File: config.mk
export PLATFORM = sky130hd
export DESIGN_NAME = ss_display_ctrl
export DESIGN_NICKNAME = d
export VERILOG_FILES = /design/src/rtl/ss_pkg.sv /design/src/rtl/ss_hex_decode.sv /design/src/rtl/ss_display_ctrl.sv
export SDC_FILE = /design/constraint.sdc
export NUM_CORES = 1
export LEC_CHECK = 0
export CORE_MARGIN = 2
export CORE_UTILIZATION = 50
export CTS_BUF_LIST = sky130_fd_sc_hd__clkbuf_4 sky130_fd_sc_hd__clkbuf_8 sky130_fd_sc_hd__clkbuf_16
export CTS_CLUSTER_DIAMETER = 120
export CTS_CLUSTER_SIZE = 14
export DETAILED_ROUTE_END_ITERATION = 6
export GPL_ROUTABILITY_DRIVEN = 0
export PLACE_DENSITY = 0.76
export RECOVER_POWER = 50
export SYNTH_ARGS = -nofsm -noshare
export SYNTH_HDL_FRONTEND = slang
export SYNTH_HIERARCHICAL = 1
export SYNTH_SLANG_ARGS = --single-unit
File: constraint.sdc
create_clock -name CLK -period 3.3 [get_ports CLK]
set_input_delay 0.66 -clock CLK [delete_from_list [all_inputs] [get_ports CLK]]
set_output_delay 0.66 -clock CLK [all_outputs]
set_load 0.03 [all_outputs]
File: src/rtl/ss_pkg.sv
// Shared types and constants for the seven-segment display controller.
// Glyphs are active-low {g,f,e,d,c,b,a}; the dp bit is added by the decoder.
package ss_pkg;

    typedef enum logic [1:0] {
        ST_IDLE   = 2'd0,
        ST_UPDATE = 2'd1,
        ST_DONE   = 2'd2
    } state_t;

    localparam logic [7:0] SEG_OFF = 8'hFF;

    // Entry n is the glyph for hex digit n (entry 15 is the leftmost element).
    localparam logic [15:0][6:0] GLYPH_TABLE = {
        7'h0E, 7'h06, 7'h21, 7'h46,   // F E d C
        7'h03, 7'h08, 7'h10, 7'h00,   // b A 9 8
        7'h78, 7'h02, 7'h12, 7'h19,   // 7 6 5 4
        7'h30, 7'h24, 7'h79, 7'h40    // 3 2 1 0
    };

endpackage

File: src/rtl/ss_hex_decode.sv
// Combinational nibble-to-segment decoder for one digit, active-low outputs.
// blank turns off the glyph segments only; dp is controlled separately.
module ss_hex_decode
    import ss_pkg::*;
#(
    parameter int NUM_SEGMENTS = 8
) (
    input  logic [3:0]              i_nibble,
    input  logic                    i_dp,
    input  logic                    i_blank,
    output logic [NUM_SEGMENTS-1:0] o_seg
);

    logic [6:0] w_glyph;
    logic [7:0] w_full;

    always_comb begin
        w_glyph = i_blank ? SEG_OFF[6:0] : GLYPH_TABLE[i_nibble];
        w_full  = {~i_dp, w_glyph};
        o_seg   = w_full[NUM_SEGMENTS-1:0];
    end

endmodule

File: src/rtl/ss_display_ctrl.sv
// Multi-digit seven-segment controller: captures a frame on a valid/ready load,
// then rewrites one digit per cycle from the top digit down, with blinking.
module ss_display_ctrl
    import ss_pkg::*;
#(
    parameter int NUM_DISPLAYS = 6,
    parameter int NUM_SEGMENTS = 8,
    parameter int BLINK_DIV    = 25_000_000
) (
    input  logic                                      CLK,
    input  logic                                      nRST,
    input  logic                                      load_valid,
    output logic                                      load_ready,
    input  logic [4*NUM_DISPLAYS-1:0]                 number,
    input  logic [NUM_DISPLAYS-1:0]                   en_mask,
    input  logic [NUM_DISPLAYS-1:0]                   dp_mask,
    input  logic [NUM_DISPLAYS-1:0]                   blink_mask,
    input  logic                                      lz_blank,
    output logic                                      done,
    output logic [NUM_DISPLAYS-1:0][NUM_SEGMENTS-1:0] SS,
    output state_t                                    o_dbg_state
);

    localparam int IDX_W = (NUM_DISPLAYS > 1) ? $clog2(NUM_DISPLAYS) : 1;
    localparam int CNT_W = (BLINK_DIV > 1) ? $clog2(BLINK_DIV) : 1;
    localparam logic [NUM_SEGMENTS-1:0] DIGIT_OFF = SEG_OFF[NUM_SEGMENTS-1:0];

    // Handshake: a frame is accepted on a rising edge where load_valid and
    // load_ready are both high; load_ready is high only while in IDLE.
    state_t                                    r_state;
    logic [IDX_W-1:0]                          r_idx;
    logic                                      r_load_ready;
    logic                                      r_done;
    logic                                      r_zero_above;

    logic [4*NUM_DISPLAYS-1:0]                 r_number;
    logic [NUM_DISPLAYS-1:0]                   r_en;
    logic [NUM_DISPLAYS-1:0]                   r_dp;
    logic [NUM_DISPLAYS-1:0]                   r_blink;
    logic                                      r_lz;

    logic [NUM_DISPLAYS-1:0][NUM_SEGMENTS-1:0] r_shadow;
    logic [NUM_DISPLAYS-1:0][NUM_SEGMENTS-1:0] r_ss;
    logic [CNT_W-1:0]                          r_blink_cnt;
    logic                                      r_phase;

    logic                                      w_accept;
    logic [3:0]                                w_nibble;
    logic                                      w_en;
    logic                                      w_dp;
    logic                                      w_digit_zero;
    logic                                      w_suppress;
    logic [NUM_SEGMENTS-1:0]                   w_seg;
    logic                                      w_wrap;
    logic                                      w_phase_next;
    logic [NUM_DISPLAYS-1:0][NUM_SEGMENTS-1:0] w_shadow_next;
    logic [NUM_DISPLAYS-1:0][NUM_SEGMENTS-1:0] w_ss_next;

    assign w_accept     = load_valid && r_load_ready;
    assign load_ready   = r_load_ready;
    assign done         = r_done;
    assign SS           = r_ss;
    assign o_dbg_state  = r_state;

    always_comb begin
        w_nibble = 4'h0;
        w_en     = 1'b0;
        w_dp     = 1'b0;
        for (int i = 0; i < NUM_DISPLAYS; i++) begin
            if (r_idx == IDX_W'(i)) begin
                w_nibble = r_number[4*i +: 4];
                w_en     = r_en[i];
                w_dp     = r_dp[i];
            end
        end
    end

    // A disabled digit counts as zero when tracking leading zeros.
    assign w_digit_zero = !w_en || (w_nibble == 4'h0);
    assign w_suppress   = r_lz && r_zero_above && w_digit_zero && (r_idx != '0);

    ss_hex_decode #(
        .NUM_SEGMENTS (NUM_SEGMENTS)
    ) u_decode (
        .i_nibble (w_nibble),
        .i_dp     (w_en && w_dp),
        .i_blank  (!w_en || w_suppress),
        .o_seg    (w_seg)
    );

    assign w_wrap       = (r_blink_cnt == CNT_W'(BLINK_DIV - 1));
    assign w_phase_next = r_phase ^ w_wrap;

    always_comb begin
        w_shadow_next = r_shadow;
        w_ss_next     = r_shadow;
        for (int i = 0; i < NUM_DISPLAYS; i++) begin
            if (r_state == ST_UPDATE && r_idx == IDX_W'(i)) begin
                w_shadow_next[i] = w_seg;
            end
        end
        for (int i = 0; i < NUM_DISPLAYS; i++) begin
            w_ss_next[i] = (w_phase_next && r_blink[i]) ? DIGIT_OFF : w_shadow_next[i];
        end
    end

    always_ff @(posedge CLK or negedge nRST) begin
        if (!nRST) begin
            r_state      <= ST_IDLE;
            r_idx        <= '0;
            r_load_ready <= 1'b1;
            r_done       <= 1'b0;
            r_zero_above <= 1'b0;
            r_number     <= '0;
            r_en         <= '0;
            r_dp         <= '0;
            r_blink      <= '0;
            r_lz         <= 1'b0;
        end else begin
            case (r_state)
                ST_IDLE: begin
                    r_done <= 1'b0;
                    if (w_accept) begin
                        r_number     <= number;
                        r_en         <= en_mask;
                        r_dp         <= (NUM_SEGMENTS == 8) ? dp_mask : '0;
                        r_blink      <= blink_mask;
                        r_lz         <= lz_blank;
                        r_idx        <= IDX_W'(NUM_DISPLAYS - 1);
                        r_zero_above <= 1'b1;
                        r_load_ready <= 1'b0;
                        r_state      <= ST_UPDATE;
                    end
                end
                ST_UPDATE: begin
                    r_zero_above <= r_zero_above && w_digit_zero;
                    if (r_idx == '0) begin
                        r_done  <= 1'b1;
                        r_state <= ST_DONE;
                    end else begin
                        r_idx <= r_idx - 1'b1;
                    end
                end
                ST_DONE: begin
                    r_done       <= 1'b0;
                    r_load_ready <= 1'b1;
                    r_state      <= ST_IDLE;
                end
                default: begin
                    r_done       <= 1'b0;
                    r_load_ready <= 1'b1;
                    r_state      <= ST_IDLE;
                end
            endcase
        end
    end

    // SS is loaded from the next-shadow view so writes and blink toggles land on the same edge.
    always_ff @(posedge CLK or negedge nRST) begin
        if (!nRST) begin
            r_shadow    <= '1;
            r_ss        <= '1;
            r_blink_cnt <= '0;
            r_phase     <= 1'b0;
        end else begin
            r_shadow    <= w_shadow_next;
            r_ss        <= w_ss_next;
            r_blink_cnt <= w_wrap ? '0 : r_blink_cnt + 1'b1;
            r_phase     <= w_phase_next;
        end
    end

endmodule

==> out/metrics.cfg <==
[status]
outcome = complete, but fails checks
violations = max-capacitance violations, max-slew violations

[yosys]
synth_flop_cell = dfstp_2
synthCells = 543
synth_cell_types = 55
syn_nets = 602
synth_area_per_cell_sq_um = 13.60
synth_adder_area_share_pct = 2.203
syn_area_sq_mm = 0.007383
synth_edf_count = 0
synth.area.mux_share_pct = 14.10
yosys-top-cells-area = dfstp_2 (35%), dfrtp_1 (26%), mux2_2 (13%)
yosysSeqAreaShare_pct = 60.28
synth_xor_area_share_pct = 2.610
ys_ff_latch = 173
synthArstFlopShare_pct = 100.0
yosysWarnings = 6
synth_top_cell_area_share_pct = 34.52
yosysTopAreaCell = dfstp_2
yosys.area_share.simple_pct = 12.64
synth-compound-area-share_pct = 6.118
synth_top_family_by_area = multiplexers

[sta]
fmax_mhz = 311.1
relSlewSlack_pct = -19.68
tightest_slew_ns = 1.795
holdWs_ns = 0.4983
drv_slew = 74
fin_crit_ns = 3.214
finalSetupViolations = 0
finClkSkew_ns = 0.01261
period_share_pct = 97.40
hold_viol_final = 0

[cts]
clk_path_buf_depth = 2
cts_tree = built
cts_hold_buf = 0
htreeDepth = 4
cts.sinks = 173
cts_root_buffer = clkbuf_16
clock_latency_ns = 0.43
clkTransAtPathRegs_ns = 0.06
cts_buffers = 17

[worst_hold_path]
worstHoldEndpoint = r_blink_cnt[10]
hold_depth = 1
worstHoldStart = r_blink_cnt[10]
worstHoldPathType = flop to flop

[worst_setup_path]
crit_arrival_ns = 3.55
cp_max_fo = 6
path_class = flop to flop
r2r_cells = 11
critPathSlowestCell = a221o_2
endpoint_kind = flop
cp_cell_sequence = inv_2 > ha_1 > nor2b_4 > a221o_1 > a211o_1 > buf_4 > ha_1 > mux2_1 > a221o_2 > mux2_2 > nand2b_1
cp-start-kind = flop
r2r_start = r_idx[0]
crit_path_max_incr_delay_ns = 0.47
crit_family = compound AO/OA/AOI/OAI gates
critPathMostFrequentCell = ha_1
r2r_slack_ns = 0.09
reg2reg_to = SS[38]
crit_buf_inv = 2
critPathRequiredTime_ns = 3.64

[pwr]
p_int_w = 0.006207
p_seq_share_pct = 38.2
vdd_drop_max_uv = 578.5
swShare_pct = 35.10
power.density_mw_per_mm2 = 1033
p_clk_share_pct = 21.3
cellLeakagePower_nw = 3.808
power_frac_comb_pct = 40.5
power.switching_w = 0.003357

[die]
std_cell_rows = 44
die_h_microns = 125.5
start_util_pct = 50.99
ioPinCount = 98
die_x_microns = 125.5
dieArea_sq_mm = 0.01576
core_sq_mm = 0.01448

[place]
port_buffers = 97
dpl_cell_area_sq_mm = 0.008645
dp.final_hpwl_microns = 10800
place_inst = 822

[finish]
stdcell_area_sq_mm = 0.009261
nNetsFinal = 717
layout-drive-gt1-share_pct = 38.75
area_growth_pct = 25.44
final_cells = 855
diodes = 0

[job]
maxCapViolations = 1

[global_route]
overflow = 0
antenna_found_initial = 0
grt_pass1_vias = 4981
grt_pass1_wl_microns = 26160
grt_max_degree = 74
grt.total_usage_pct = 21.21

[route]
drt-total-wl_microns = 15830
vias_per_cell = 5.407
dr.pass1.iters = 4
vias = 4623
drt_iter0_markers = 349
wl_per_cell_microns = 18.52
drc = 0
postRouteAntennaNets = 0

## stage by stage
step	util (%)	TNS (ns)	worst slack (ns)	total power, W
final	63.96	0	0.08593	0.009564
after global routing	63.96	-0.03248	-0.01899	0.01006
after CTS	63.94	0	0.04792	0.009509
after detailed placement	59.70	0	0.02439	0.007417
after global placement	59.70	0	0.1035	0.007275
after floorplan	-	0	0.1104	0.005986
## cell families (layout without fill, tap and decap cells)
family | after synthesis | in the layout
flops | 173 | 173
simple gates | 156 | 156
fa+ha+maj | 13 | 13
buf+inv | 33 | 161
compound gates | 53 | 53
mux | 93 | 93
xor+xnor | 22 | 22
## state kept, by name, summed over array words and instances (netlist names), 2 cells and up
name and flops:
r_blink 6, r_number 24, r_dp 6, r_blink_cnt 25, r_shadow 48, SS 48
o_dbg_state 2, r_idx 3, r_en 6
## power groups by stage
| stage | logic (W) | clock network [W] | registers [W] |
|---|---|---|---|
| final | 0.00388 | 0.00203 | 0.00365 |
| after global routing | 0.00415 | 0.00216 | 0.00374 |
| after CTS | 0.00378 | 0.00207 | 0.00366 |
| after detailed placement | 0.00374 | 0 | 0.00368 |
| after global placement | 0.00362 | 0 | 0.00366 |
| after floorplan | 0.00190 | 0 | 0.00409 |
## worst max-delay path by stage
| stage | startpoint | endpoint | slack (ns) | cells after the start |
|---|---|---|---|---|
| floorplan | r_idx[0] | SS[11] | 0.11 | 12 |
| global placement | r_idx[1] | SS[20] | 0.10 | 13 |
| detailed placement | r_idx[1] | SS[20] | 0.02 | 13 |
| CTS | r_idx[1] | SS[38] | 0.05 | 12 |
| global route | r_idx[0] | SS[38] | -0.02 | 11 |
| finish | r_idx[0] | SS[38] | 0.09 | 11 |
## repair_timing
action,CTS,global route
buffers inserted,0,1
endpoints found under the setup margin,2,60
resized for setup,1,12
pin swaps,0,2
## cell usage in the layout, fill, tap and decap left out, types with 4 or more instances in the layout
master	n
a221o_1	6
inv_1	11
dfstp_2	97
nor2_1	22
nor2b_1	5
nor3_1	4
mux2_2	86
nand3_1	15
o21ai_4	7
buf_4	12
o21ai_0	5
nand2_1	21
clkbuf_16	18
and3_1	9
clkdlybuf4s50_1	95
nand4_1	5
clkbuf_4	4
dfrtp_1	75
a211o_1	5
a21oi_1	9
ha_1	10
mux2i_1	5
xnor2_1	7
nand2b_1	54
xor2_1	15
## Yosys cell counts, types with 3 or more instances
cell type	count
dfrtp_1	76
buf_2	4
xor2_1	15
ha_1	13
inv_1	14
nand2_1	21
nand2b_1	54
nand4_1	5
mux2_2	86
mux2i_1	5
xnor2_1	7
a221o_1	7
clkbuf_1	11
nor2b_1	5
a21oi_1	9
nor2_1	22
dfstp_2	97
nand3_1	15
nor3_1	4
nor3b_2	3
o21ai_0	5
a211o_1	5
and3_1	9
o21ai_4	6
## layout make-up
type | count | area [sq um]
Inverter | 14 | 52.55
Tap cell | 184 | 230.2
Clock inverter | 11 | 133.9
Multi-Input combinational cell | 337 | 2819
Clock buffer | 21 | 473.0
Timing Repair Buffer | 115 | 1101
Sequential cell | 173 | 4452
Fill cell | 1059 | 5218
## routing by layer
metal | global-route usage (%) | up-vias | share of wire, %
li1 | - | 2124 | -
met1 | 27.80 | 2385 | 44
met2 | 35.52 | 95 | 52
met3 | 4.279 | 19 | 3.5
met4 | 6.993 | 0 | 1.3
met5 | 0 | - | 0
No activity file was read; power rests on OpenSTA's default activity.
